==> src/rtl/nn_layer_engine.sv <==
// nn_layer_engine: single fully-connected layer with a sequential multiply-accumulate datapath.
// Signed fixed-point words are DATA_W bits wide with FRAC_W fractional bits.
// One product is computed per cycle, and each neuron result passes through ReLU before it is stored.
// Optional macro NN_SATURATE_EN clamps each result to [0, 2^(DATA_W-1)-1].
// Without the macro, the low DATA_W bits of the result are kept (wrap).
module nn_layer_engine #(
    parameter int unsigned DATA_W = 8,
    parameter int unsigned FRAC_W = 4,
    parameter int unsigned N_IN   = 2,
    parameter int unsigned N_OUT  = 1,
    localparam int unsigned N_W   = N_OUT * (N_IN + 1),
    localparam int unsigned WA_W  = (N_W > 1) ? $clog2(N_W) : 1,
    localparam int unsigned OA_W  = (N_OUT > 1) ? $clog2(N_OUT) : 1
) (
    input  logic              clk,
    input  logic              rst,
    input  logic              fill,
    input  logic              fill_valid,
    input  logic [DATA_W-1:0] fill_data,
    output logic              ack_fill,
    input  logic              w_we,
    input  logic [WA_W-1:0]   w_addr,
    input  logic [DATA_W-1:0] w_data,
    input  logic              req,
    output logic              ack_network,
    input  logic [OA_W-1:0]   out_addr,
    output logic [DATA_W-1:0] out_data
);

    localparam int unsigned IW    = (N_IN > 1) ? $clog2(N_IN) : 1;
    localparam int unsigned ACC_W = 2 * DATA_W + $clog2(N_IN) + 1;

    typedef enum logic [2:0] {IDLE, FILL, MAC, STORE, DONE} state_t;

    state_t                    state;
    logic [IW-1:0]             cnt_i;
    logic [OA_W-1:0]           cnt_j;
    logic signed [ACC_W-1:0]   acc;

    logic signed [DATA_W-1:0]  inbuf  [N_IN];
    logic signed [DATA_W-1:0]  wmem   [N_W];
    logic        [DATA_W-1:0]  outram [N_OUT];

    logic [WA_W-1:0]           wsel_c;
    logic [WA_W-1:0]           bsel_c;
    logic [OA_W-1:0]           nxt_j_c;
    logic signed [2*DATA_W-1:0] prod_c;
    logic [DATA_W-1:0]         res_c;

    // Weight index of the current product and bias index of the neuron about to start
    always_comb begin
        nxt_j_c = '0;
        if (state != IDLE) begin
            nxt_j_c = OA_W'(cnt_j + 1'b1);
        end
        wsel_c = WA_W'(32'(cnt_j) * 32'(N_IN + 1) + 32'(cnt_i));
        bsel_c = WA_W'(32'(nxt_j_c) * 32'(N_IN + 1) + 32'(N_IN));
        prod_c = inbuf[cnt_i] * wmem[wsel_c];
    end

    // ReLU of acc >>> FRAC_W followed by quantisation to DATA_W
    always_comb begin
        res_c = '0;
        if (!acc[ACC_W-1]) begin
`ifdef NN_SATURATE_EN
            if (|acc[ACC_W-2:FRAC_W+DATA_W-1]) begin
                res_c = {1'b0, {(DATA_W-1){1'b1}}};
            end else begin
                res_c = acc[FRAC_W +: DATA_W];
            end
`else
            res_c = acc[FRAC_W +: DATA_W];
`endif
        end
    end

    // Control FSM, accumulator and registered outputs
    always_ff @(posedge clk or negedge rst) begin
        if (!rst) begin
            state       <= IDLE;
            cnt_i       <= '0;
            cnt_j       <= '0;
            acc         <= '0;
            ack_fill    <= 1'b0;
            ack_network <= 1'b0;
            out_data    <= '0;
        end else begin
            ack_fill    <= 1'b0;
            ack_network <= 1'b0;
            out_data    <= (32'(out_addr) < N_OUT) ? outram[out_addr] : '0;
            case (state)
                IDLE: begin
                    cnt_i <= '0;
                    cnt_j <= '0;
                    if (fill) begin
                        state <= FILL;
                    end else if (req) begin
                        state <= MAC;
                        acc   <= ACC_W'(wmem[bsel_c]) <<< FRAC_W;
                    end
                end
                FILL: begin
                    if (fill_valid) begin
                        if (cnt_i == IW'(N_IN - 1)) begin
                            cnt_i    <= '0;
                            ack_fill <= 1'b1;
                            state    <= IDLE;
                        end else begin
                            cnt_i <= IW'(cnt_i + 1'b1);
                        end
                    end
                end
                MAC: begin
                    acc <= acc + ACC_W'(prod_c);
                    if (cnt_i == IW'(N_IN - 1)) begin
                        cnt_i <= '0;
                        state <= STORE;
                    end else begin
                        cnt_i <= IW'(cnt_i + 1'b1);
                    end
                end
                STORE: begin
                    if (cnt_j == OA_W'(N_OUT - 1)) begin
                        state <= DONE;
                    end else begin
                        cnt_j <= nxt_j_c;
                        acc   <= ACC_W'(wmem[bsel_c]) <<< FRAC_W;
                        state <= MAC;
                    end
                end
                DONE: begin
                    ack_network <= 1'b1;
                    state       <= IDLE;
                end
                default: state <= IDLE;
            endcase
        end
    end

    // Memories keep their contents across reset
    always_ff @(posedge clk) begin
        if (state == FILL && fill_valid) begin
            inbuf[cnt_i] <= fill_data;
        end
        if (state == IDLE && w_we && (32'(w_addr) < N_W)) begin
            wmem[w_addr] <= w_data;
        end
        if (state == STORE) begin
            outram[cnt_j] <= res_c;
        end
    end

endmodule
==> config.mk <==
export PLATFORM = sky130hd
export DESIGN_NAME = nn_layer_engine
export DESIGN_NICKNAME = d
export VERILOG_FILES = /design/src/rtl/nn_layer_engine.sv
export SDC_FILE = /design/constraint.sdc
export NUM_CORES = 1
export LEC_CHECK = 0
export CAP_MARGIN = 30
export CORE_UTILIZATION = 27
export CTS_CLUSTER_DIAMETER = 80
export DETAILED_ROUTE_END_ITERATION = 8
export GPL_ROUTABILITY_DRIVEN = 0
export PLACE_DENSITY_LB_ADDON = 0.15
export SYNTH_ARGS = -nofsm -noshare
export SYNTH_HDL_FRONTEND = slang
export SYNTH_SLANG_ARGS = --single-unit
==> constraint.sdc <==
create_clock -name clk -period 10.4 [get_ports clk]
set_input_delay 1.56 -clock clk [delete_from_list [all_inputs] [get_ports clk]]
set_output_delay 1.56 -clock clk [all_outputs]
set_load 0.02 [all_outputs]
==> results.md, run 1 <==
- Counting every net in the synthesized netlist gives ~730.
- Clock tree synthesis selected as its root buffer the cell sky130_fd_sc_hd__clkbuf_16.
- For this run, global-route usage on met3 was measured as 0.0251.
- The final hold violation count is 0.
- The starting utilization of the core area is 0.276.
- The count of pins on the block boundary is 35.
- Entering global routing, the biggest net connects 34 pins.
- Post-CTS timing repair inserted 0 buffers for setup.
- Sorting the synthesized cells by area gives the leading types as sky130_fd_sc_hd__fa_1, sky130_fd_sc_hd__edfxtp_1, sky130_fd_sc_hd__dfrtp_1.
- The netlist uses 49 different library cells.
- The mean instance size in the synthesized netlist is about 11 um^2.
- The number of rows created at floorplan is 56.
- Measured along the y axis, the die boundary spans ~160 um.
- The relative max-transition margin is 0.418.
- The sum of routed wire length over all layers is 14900 um.
- The largest area contributor in the synthesized netlist is sky130_fd_sc_hd__fa_1.
- Buffers inserted to repair hold after CTS numbered 0.
- The first-pass GRT wire length is around 25000 um.
- The first routing iteration left between 100 and 150 violations.
- The total die area is between 0.02 and 0.025 mm^2.
- The worst path needs about 7100 ps of the cycle, external delays included.
- After clock tree synthesis, the repair step resized 0 gates.
- The worst hold-check slack is ~450 ps.
- Using the TritonRoute via totals, the vias-per-cell ratio works out to around 4.4.
- For this run, the total global-route usage over all layers was measured as 0.135.
- The fraction of post-synthesis cell area in the top cell type by area is 0.247.
- The longest clock path from root to sink contains 2 buffers.
- For this run, global-route usage on met2 was measured as 0.214.
- In the layout the commonest cells are sky130_fd_sc_hd__inv_1, sky130_fd_sc_hd__fa_1, sky130_fd_sc_hd__nor2_1, sky130_fd_sc_hd__edfxtp_1.
- For this run, the top clock speed supported by timing is roughly 0.14 GHz.
- The global routing stage identified its most utilized layer as met2.
- The count of TritonRoute iterations in the first routing pass is 6.
- For this run, the register share of the synthesized area comes to 0.349.
- The endpoint kind of the worst setup timing path is a flop.
- The min-delay analysis places its worst path in the category reg -> reg.
- The number of inserted filler cells in the final layout is around 2400.
- The via count of the first global-routing pass is around 4600.
- The largest clock skew in the final design is roughly 11 ps.
- The clock tree from TritonCTS is built.
- After clock tree synthesis, the clock-pin slew on the worst setup and hold paths is ~70 ps.
- The width of the die is about 160 um.
- The total overflow left after global routing is 0.
- The total area inside the core boundary comes to 0.0235 mm^2.
- The slew at the pin closest to its max-slew limit is slightly below 900 ps.
- In this run, synthesis produced a sequential element count of roughly 80.
- In the synthesized netlist, the number of instances is 583.
- Dividing the final minimum period by the clock period gives 0.686.
- Setup repair after global routing left no endpoint under its margin.
- After detailed routing, the number of remaining DRC violations is 0.
- The flow ran to the end, and the final reports show no timing, DRC or antenna violations.
- The final layout contains between 700 and 800 nets.
- The largest fanout on the critical path is 18.
- The worst setup path is launched from a flop.
- The count of buffers from port buffering is 34.
- The CTS H-tree depth is 3.
- STA puts the critical path data required time at 10620 ps.
- The layout cell share with drive strength beyond 1 is 0.0827.
- The critical path class is reg -> reg.
- The per-cell routed wire length is roughly 16 um.
- The data arrival time of the critical path is around 7400 ps.
- The clock reaches the later pin of the worst-skew pair after approximately 350 ps.
- The overall via count from detail_route is 4136.
- The wire-length estimate of the detail-placed layout is 12200 um.
- Max-cap violations in this run came to 0.
- The clock net in this run drives a total of 81 sinks.
- In the global route stage, met1 resource usage came out at 0.188.
- After synthesis the cells add up to roughly 0.0065 mm^2.
- The final number of max-transition violations is 0.
- The diode insertion count for antenna repair is 0.
- The layout overhead on the synthesized area is 15.6%.
- The library cell used most frequently in the layout, excluding fill and tap cells, is sky130_fd_sc_hd__inv_1.
- During synthesis, Yosys emitted a total of 0 warnings.
- The number of clock buffers inserted by TritonCTS is 9.
- The number of antenna violations at the first check in global routing was 0.
- After routing, the total negative slack on setup checks comes to 0 ps.
- Setup violations remaining at the end of the flow were counted as 0.
- The count of antenna-violating nets left after detailed routing is 0.
worst paths after layout:
kind,cells past startpoint,end,start,slack (ps)
min,1,out_data[0],outram[0][0],450
min reg2reg,1,out_data[0],outram[0][0],450
max reg2reg,23,acc[14],cnt_i,3270
min in group asynchronous,1,state[1],rst,1330
max in group asynchronous,1,out_data[4],rst,8530
max,23,acc[14],cnt_i,3270
synth_stat cells, drive strengths merged:
library cell / count
inv: 94
fa: 80
nor2: 58
edfxtp: 48
ha: 43
nand2: 43
dfrtp: 33
o21ai: 32
mux2i: 25
a21oi: 20
nor2b: 13
xnor2: 13
buf: 11
mux2: 7
a211oi: 6
a21o: 6
nand2b: 5
nor3b: 5
xor2: 5
nor3: 4
o21a: 4
o21bai: 4
nor4: 3
a31oi: 2
clkbuf: 2
nand4: 2
o221ai: 2
o22a: 2
o31ai: 2
or2: 2
a2111oi: 1
a22o: 1
a31o: 1
and2: 1
nand3: 1
o22ai: 1
o2bb2ai: 1
worst max-delay path, stage by stage, from the launching register on:
cell,delay (ps)
sky130_fd_sc_hd__dfrtp_1,830
sky130_fd_sc_hd__inv_1,260
sky130_fd_sc_hd__ha_1,670
sky130_fd_sc_hd__mux2i_1,140
sky130_fd_sc_hd__o21ai_1,550
sky130_fd_sc_hd__inv_2,80
sky130_fd_sc_hd__nor2_1,110
sky130_fd_sc_hd__buf_4,250
sky130_fd_sc_hd__inv_1,80
sky130_fd_sc_hd__fa_1,480
sky130_fd_sc_hd__inv_1,50
sky130_fd_sc_hd__fa_1,520
sky130_fd_sc_hd__fa_1,450
sky130_fd_sc_hd__fa_1,550
sky130_fd_sc_hd__inv_1,60
sky130_fd_sc_hd__fa_1,530
sky130_fd_sc_hd__inv_1,50
sky130_fd_sc_hd__ha_1,330
sky130_fd_sc_hd__o21ai_1,190
sky130_fd_sc_hd__o21bai_2,90
sky130_fd_sc_hd__a31oi_1,280
sky130_fd_sc_hd__o221ai_1,190
sky130_fd_sc_hd__xnor2_1,160
sky130_fd_sc_hd__a21oi_1,90
registers in the layout (all words and copies together), names as in the netlist:
register	flops
cnt_i	1
outram	8
cnt_j	1
acc	18
inbuf	16
out_data	8
ack_network	1
ack_fill	1
state	3
wmem	24
logic make-up (layout without fill, tap and decap cells):
family,Yosys count,after routing,synth area share
and+or+nand+nor,137,137,0.0962
adders and majority gates,123,123,0.330
buffers and inverters,107,153,0.0636
AOI/OAI and AO/OA,85,85,0.0865
DFF,81,81,0.349
muxes,32,32,0.0507
xor gates and xnor gates,18,18,0.0243
routing by layer:
metal  wire, um  share of wire
met5          0              0
met4        200          0.013
met3        769          0.051
met2       6690           0.45
met1       7280           0.49
through the flow:
stage	area (um^2)	util	worst slack, ps	instances
floorplan	6490	-	3930	583
global placement	7210	0.306	3300	928
detailed placement	7230	0.307	3190	931
CTS	7500	0.319	3160	947
global route	7510	0.319	2750	948
finish	7510	0.319	3270	948
area by class of cell:
| cell class | count | area, um^2 | share of cell area |
|---|---|---|---|
| clock buffers | 10 | 229 | 0.0305 |
| clock inverters | 6 | 45.0 | 0.00600 |
| inverters | 94 | 353 | 0.0470 |
| multi-input cells | 395 | 3820 | 0.508 |
| flip-flops and latches | 81 | 2270 | 0.302 |
| well taps | 319 | 399 | 0.0532 |
| repair buffers | 43 | 398 | 0.0530 |
Power of run 1 is left out: the tool's default activity adds up to more than one toggle a clock period on the data nets, which glitch-free logic cannot reach.
==> run 2, diff against run 1 <==
- clock period: 10.4 -> 7.3 ns (I/O delays scaled with it)
==> run 2 against run 1 <==
Compared with the run above: core utilization up 0.40 points; die area unchanged; flip-flop and latch count is the same; clock-buffer cell count is 1 higher; global-route usage down 0.19 points; routed wire length is 2.8% lower; largest cell class unchanged; first-iteration DRC count is 64% higher; non-clock buffer count grew 3; cell area is 1.3% higher; cell count is 0.42% higher; setup slack got worse by 2400 ps.
==> results.md, run 2 (synthesis gave the netlist of run 1 again) <==
- The starting utilization of the core area is 0.276.
- The final hold violation count is 0.
- The first routing iteration left between 200 and 250 violations.
- The critical path class is reg -> reg.
- Dividing the detail-routed via count by the number of cells gives 4.34.
- After routing, the total negative slack on setup checks comes to 0 ps.
- The number of clock buffers inserted by TritonCTS is 9.
- The core area is between 0.02 and 0.025 mm^2.
- Once layout is complete, the cells apart from fillers number ~950.
- The number of sinks handled by clock tree synthesis is 81.
- The worst setup path is captured at a flop.
- Including well taps, the total number of placed cells is 935.
- Detailed placement finished with a half-perimeter wire length of 12000 um.
- The number of hold buffers added after CTS is 0.
- The flow ran to the end, and the final reports show no timing, DRC or antenna violations.
- The number of design rule violations left after detail routing is 0.
- The overall via count from detail_route is between 4000 and 5000.
- The setup slack at placement is approximately 890 ps.
- Ranked by flip-flop count, first place goes to wmem.
- The count of antenna-violating nets left after detailed routing is 0.
- The largest fanout on the critical path is 11.
- At the pin with the least slew margin, the transition time is approximately 960 ps.
- The die span in y is 157 um.
- Measured against its own limit, the worst slew margin works out to 0.359.
- The later-pin clock latency in the skew report is between 300 and 400 ps.
- At the worst endpoint, the arrival time is approximately 6600 ps.
- The sort of element at the start of the critical path is a flop.
- The final clock period utilization by the worst path is 0.879.
- Setup repair after global routing left no endpoint under its margin.
- For this run the aggregate overflow at the end of global routing stands at 0.
- Wires add up to between 10000 and 15000 um.
- Relative to the synthesized area, the layout overhead comes to 17.1%.
- The number of antenna violations at the first check in global routing is 0.
- The count of buffers from port buffering is 34.
- The max-capacitance violation count is 0.
- The layout cell share with drive strength beyond 1 is 0.0886.
- Static timing analysis puts the maximum clock frequency at between 0.15 and 0.2 GHz.
- The final number of max-transition violations was 0.
- Measured on the finished design, the core utilization comes to 0.323.
- The smallest setup slack after layout is 883 ps.
- In this run the deepest clock path goes through 2 buffers.
- The count of pins on the block boundary is 35.
- The minimum clock period is approximately 6400 ps.
- The final layout contains about 780 nets.
- Setup violations remaining at the end of the flow were counted as 0.
- The number of cells upsized or downsized after cts is 0.
- The required time of the worst setup path is between 7000 and 8000 ps.
- The via count of the first global-routing pass is about 4500.
- In this run the worst hold path is classified as reg -> reg.
- On the final layout, the worst clock skew is between 10 and 15 ps.
- The per-cell routed wire length is 15.3 um.
- In the layout the commonest cells are sky130_fd_sc_hd__inv_1, sky130_fd_sc_hd__fa_1, sky130_fd_sc_hd__nor2_1, sky130_fd_sc_hd__edfxtp_1.
- The clock-pin slew reported for the worst setup and hold paths after clock tree synthesis is 70 ps.
- The width of the die is roughly 160 um.
- After clock tree synthesis, the setup repair step added 0 buffers.
- The count of TritonRoute iterations in the first routing pass is 7.
- The tree is rooted in a sky130_fd_sc_hd__clkbuf_16.
- The register with the most flip-flops in the layout has 24 of them.
- The die covers 0.0247 mm^2.
- The first global-routing pass estimated ~24000 um of wire.
- The H-tree was split into 3 levels.
- The most common library cell in the layout ignoring fill and taps is sky130_fd_sc_hd__inv_1.
- The largest registers in the layout are wmem: 24 flops, acc: 18 flops, inbuf: 16 flops.
- TritonCTS built the clock tree.
- The pin count of the biggest net entering global routing is 34.
- The overall routing resource usage is 0.133.
- After floorplanning, the core was divided into between 50 and 60 placement rows.
==> run 2: changes by cell type in the layout (fill, tap and decap cells not counted), sizes merged <==
cell	delta
clkinv	-2
clkbuf	+1
diode	+1
buf	+3
bufinv	+3
clkinvlp	-2
==> run 2: final timing paths <==
path / start / endpoint / slack, ps / cells past startpoint
max: cnt_j / acc[14] / 880 / 22
min: outram[0][5] / out_data[5] / 460 / 1
max reg2reg: cnt_j / acc[14] / 880 / 22
min reg2reg: outram[0][5] / out_data[5] / 460 / 1
max in group asynchronous: rst / out_data[1] / 5930 / 1
min in group asynchronous: rst / cnt_i / 840 / 1
==> run 2: area by class of cell <==
type	count	area, um^2
clock inverters	5	104
well taps	319	399
repair buffers	46	418
multi-input cells	395	3820
fillers	2432	15900
diodes	1	2.50
inverters	94	353
clock buffers	11	243
flip-flops and latches	81	2270
==> run 2: worst max-delay path: stages, from the launching register on <==
cell	delay, ps
sky130_fd_sc_hd__dfrtp_1	460
sky130_fd_sc_hd__ha_1	590
sky130_fd_sc_hd__mux2i_1	140
sky130_fd_sc_hd__o21ai_1	490
sky130_fd_sc_hd__inv_2	90
sky130_fd_sc_hd__nor2_1	120
sky130_fd_sc_hd__buf_4	250
sky130_fd_sc_hd__inv_1	90
sky130_fd_sc_hd__fa_1	490
sky130_fd_sc_hd__inv_1	60
sky130_fd_sc_hd__fa_1	520
sky130_fd_sc_hd__fa_1	450
sky130_fd_sc_hd__fa_1	560
sky130_fd_sc_hd__inv_1	60
sky130_fd_sc_hd__fa_1	540
sky130_fd_sc_hd__inv_1	50
sky130_fd_sc_hd__ha_1	340
sky130_fd_sc_hd__o21ai_1	220
sky130_fd_sc_hd__o21bai_2	100
sky130_fd_sc_hd__a31oi_1	270
sky130_fd_sc_hd__o221ai_1	180
sky130_fd_sc_hd__xnor2_1	160
sky130_fd_sc_hd__a21oi_1	80
==> run 2: metrics by stage <==
stage / cell area [um^2] / hold WS (ps)
after floorplan: 6490 / 438
after global placement: 7240 / 442
after detailed placement: 7250 / 449
after CTS: 7600 / 465
after global routing: 7600 / 479
final: 7600 / 459
==> run 2: per-layer routing <==
| layer | global-route usage | share of wire | routed length [um] | vias to the layer above |
|---|---|---|---|---|
| met2 | 0.207 | 0.45 | 6580 | 61 |
| met1 | 0.185 | 0.50 | 7310 | 2054 |
| met3 | 0.0264 | 0.027 | 389 | 16 |
| met4 | 0.0435 | 0.017 | 250 | 0 |
| li1 | - | - | - | 1996 |
| met5 | 0 | 0 | 0 | - |
Power of run 2 is left out for the same reason.
==> variant 1: new RTL, config.mk and constraints of run 1 <==
The option `NN_SATURATE_EN` is turned on by a define.
--- a/src/rtl/nn_layer_engine.sv
+++ b/src/rtl/nn_layer_engine.sv
@@ -5,2 +5,4 @@
 // Without the macro, the low DATA_W bits of the result are kept (wrap).
+`define NN_SATURATE_EN
+
 module nn_layer_engine #(
Behaviour: not the same (a bounded check fails within 10 cycles, from zero or initial values and one cycle with rst low).
==> variant 1 against run 1 <==
  * Non-clock buffer count unchanged
  * Utilization increased by 0.37 points
  * Synthesized area rose by 0.39%
  * Sequential cell count unchanged
  * Wire length grew 2.0%
  * Cell area up 1.2%
  * Worst setup slack got worse by 89 ps
  * Highest routed layer unchanged
Power is not shown: default switching activity piles up to over one toggle a cycle in this logic, so the estimate is an artifact.
==> variant 1: results (changes against run 1) <==
metric;value;unit;change
diodes;0;;unchanged
holdCritPathClass;flop to flop;;unchanged
reg2reg_depth;23;;unchanged
setup.worst_path.start;cnt_i$_DFFE_PN0P_;;unchanged
wl_per_cell;16.01;microns;was 15.76 microns
critPathArrivalTime;7430;ps;was 7350 ps
synth_edf_count;48;;unchanged
num_vias;4233;;was 4136
fin_worst_skew;6.803;ps;was 11.32 ps
clk_pin_slew;60;ps;
synth-seq-area-share;34.79;%;was 34.92%
pre_cts_ws;3191;ps;was 3188 ps
antenna_found_initial;0;;unchanged
status;finished clean;;unchanged
largestRegisters;wmem (24), acc (18), inbuf (16);;unchanged
post-route-min-period;7219;ps;was 7130 ps
grt_use_total;13.86;%;was 13.49%
grt_pass1_vias;4685;;was 4571
place_area;7261;sq um;was 7227 sq um
drive_gt1_share;7.899;%;was 8.267%
netlist-cell-type-count;52;;was 49
port_buffers;34;;unchanged
nets;776;;was 772
h-tree-depth;3;;unchanged
grt_max_degree;34;;unchanged
ant_nets;0;;unchanged
hpwl;12430;microns;was 12210 microns
yosysWarnings;0;;unchanged
syn-num-nets;735;;was 731
cts-root-buf;clkbuf_16;;unchanged
worstMarginPinSlew;933.8;ps;was 869.2 ps
cp_slowest_stage_delay;820;ps;
synthTopCellsByArea;fa_1 (25%), edfxtp_1 (22%), dfrtp_1 (13%);;unchanged
cp_max_fo;18;;unchanged
r2r_setup_slack;3180;ps;was 3270 ps
drt_iter0_markers;181;;was 129
yosys-top-cells-count;inv_1 (96), fa_1 (80), nor2_1 (52), edfxtp_1 (48), ha_1 (43);;was inv_1 (92), fa_1 (80), nor2_1 (56), edfxtp_1 (48)
grt_pass1_wl;25560;microns;was 25030 microns
drt-pass1-iter-count;4;;was 6
-- variant 1: metrics by stage --
stage / hold slack (ps) / utilization (%) / cells
after floorplan: 438.0 / - / 587
after global placement: 448.8 / 30.81 / 935
after detailed placement: 458.3 / 30.84 / 936
after CTS: 471.6 / 32.27 / 952
after global routing: 495.7 / 32.27 / 952
final: 464.7 / 32.27 / 952
-- variant 1: routing by layer --
metal	wire (microns)	track usage [%]	part of all wire, %
met5	0	0	0
met4	92	3.051	0.60
met3	552	3.029	3.6
met2	7204	21.87	47
met1	7396	19.30	49
-- variant 1: how the worst min path moves through the flow --
stage | slack [ps] | startpoint | cells past startpoint | end
detailed placement | 460 | outram[0][2]$_SDFFCE_PP0N_ | 1 | out_data[2]$_DFF_PN0_
floorplan | 440 | outram[0][0]$_SDFFCE_PP0N_ | 1 | out_data[0]$_DFF_PN0_
finish | 460 | outram[0][2]$_SDFFCE_PP0N_ | 1 | out_data[2]$_DFF_PN0_
global placement | 450 | outram[0][3]$_SDFFCE_PP0N_ | 1 | out_data[3]$_DFF_PN0_
global route | 500 | outram[0][0]$_SDFFCE_PP0N_ | 1 | out_data[0]$_DFF_PN0_
CTS | 470 | outram[0][2]$_SDFFCE_PP0N_ | 1 | out_data[2]$_DFF_PN0_
-- variant 1: critical path, delay by kind of cell (launching register included) --
kind,cells,cell delay [ps]
adders and majority gates,7,3430
AOI/OAI and AO/OA,6,1420
buffers and inverters,7,980
DFF,1,820
xor gates and xnor gates,1,180
muxes,1,130
and+or+nand+nor,1,130
-- variant 1: cell families after synthesis --
logic type / after synthesis / share of synthesized area (%)
flops: 81 / 34.79
compound gates: 92 / 9.196
fa+ha+maj: 123 / 32.83
buf+inv: 110 / 6.489
xor+xnor: 18 / 2.419
other cells: 1 / 0.05754
mux: 32 / 5.049
simple gates: 130 / 9.176
-- variant 1: cell type report --
class                      instances  area (sq um)
sequential                        81          2267
clock buffer                      10         229.0
timing repair buffer              43         402.9
clock inverter                     6         106.4
inverter                          97         364.1
fill                            2441         15950
tap                              319         399.1
multi-input combinational        396          3827
==> variant 2: new RTL, settings of run 1 <==
Made on the original files. The 5 states of `state_t` get a one-hot encoding in 5 bits.
--- a/src/rtl/nn_layer_engine.sv
+++ b/src/rtl/nn_layer_engine.sv
@@ -32,3 +32,3 @@
 
-    typedef enum logic [2:0] {IDLE, FILL, MAC, STORE, DONE} state_t;
+    typedef enum logic [4:0] {IDLE = 5'b00001, FILL = 5'b00010, MAC = 5'b00100, STORE = 5'b01000, DONE = 5'b10000} state_t;
 
Check against the original RTL: same outputs for any inputs over 4 cycles, from zero or initial values and one cycle with rst low; so few cycles prove little.
==> variant 2 against run 1 <==
  * Synthesized area is 1.3% higher
  * Worst setup slack worse by 220 ps
  * Hold slack better by 6.9 ps
  * Sequential cell count is 2 higher
  * Critical path depth stayed put
  * Cell area is 1.7% higher
  * Wire length is 0.54% higher
  * Clock skew is 4.2 ps higher
Power is left out: the tool's default activity adds up to more than one toggle a clock period on the data nets, which glitch-free logic cannot reach.
==> variant 2: results (changes against run 1) <==
metric;value;unit;change
status;finished clean;;unchanged
critPathArrivalTime;7580;ps;was 7350 ps
drive_gt1_share;6.604;%;was 8.267%
netlist-cell-type-count;47;;was 49
fin_worst_skew;15.47;ps;was 11.32 ps
synth_xor_xnor_area_share;2.529;%;was 2.428%
grt_max_degree;36;;was 34
drt-total-wl;15020;microns;was 14940 microns
drt_iter0_markers;189;;was 129
grt_use_met2;20.91;%;was 21.42%
grt_pass1_wl;24850;microns;was 25030 microns
use_met1;19.14;%;was 18.82%
synth_mux_area_share;5.021;%;was 5.068%
fill_cells;2500;;was 2431
nets;779;;was 772
cp_max_fo;19;;was 18
pre_cts_ws;3057;ps;was 3188 ps
hold_slack;461.4;ps;was 454.5 ps
numPlacedInstances;938;;was 931
synthAdderAreaFrac;32.52;%;was 32.95%
setup_slack;3050;ps;was 3270 ps
syn-num-nets;737;;was 731
wl_met3;547;microns;was 769 microns
grt_pass1_vias;4518;;was 4571
instances_no_fill;955;;was 948
synth-seq-area-share;35.24;%;was 34.92%
use_met3;2.464;%;was 2.506%
variant 2: final timing paths:
| kind | start | to | cells after the start |
|---|---|---|---|
| min reg2reg | outram[0][3]$_SDFFCE_PP0P_ | out_data[3]$_DFF_PN0_ | 1 |
| max | cnt_i$_DFFE_PN0P_ | acc[12]$_DFFE_PN0P_ | 23 |
| min in group asynchronous | rst | acc[4]$_DFFE_PN0P_ | 1 |
| min | outram[0][3]$_SDFFCE_PP0P_ | out_data[3]$_DFF_PN0_ | 1 |
| max reg2reg | cnt_i$_DFFE_PN0P_ | acc[12]$_DFFE_PN0P_ | 23 |
| max in group asynchronous | rst | state[0]$_DFFE_PN1P_ | 2 |
variant 2: layout make-up:
class	instances	area share, %
Clock inverter	6	0.9337
Timing Repair Buffer	41	5.307
Tap cell	319	5.225
Multi-Input combinational cell	402	50.57
Inverter	94	4.619
Sequential cell	83	30.35
Clock buffer	10	2.998
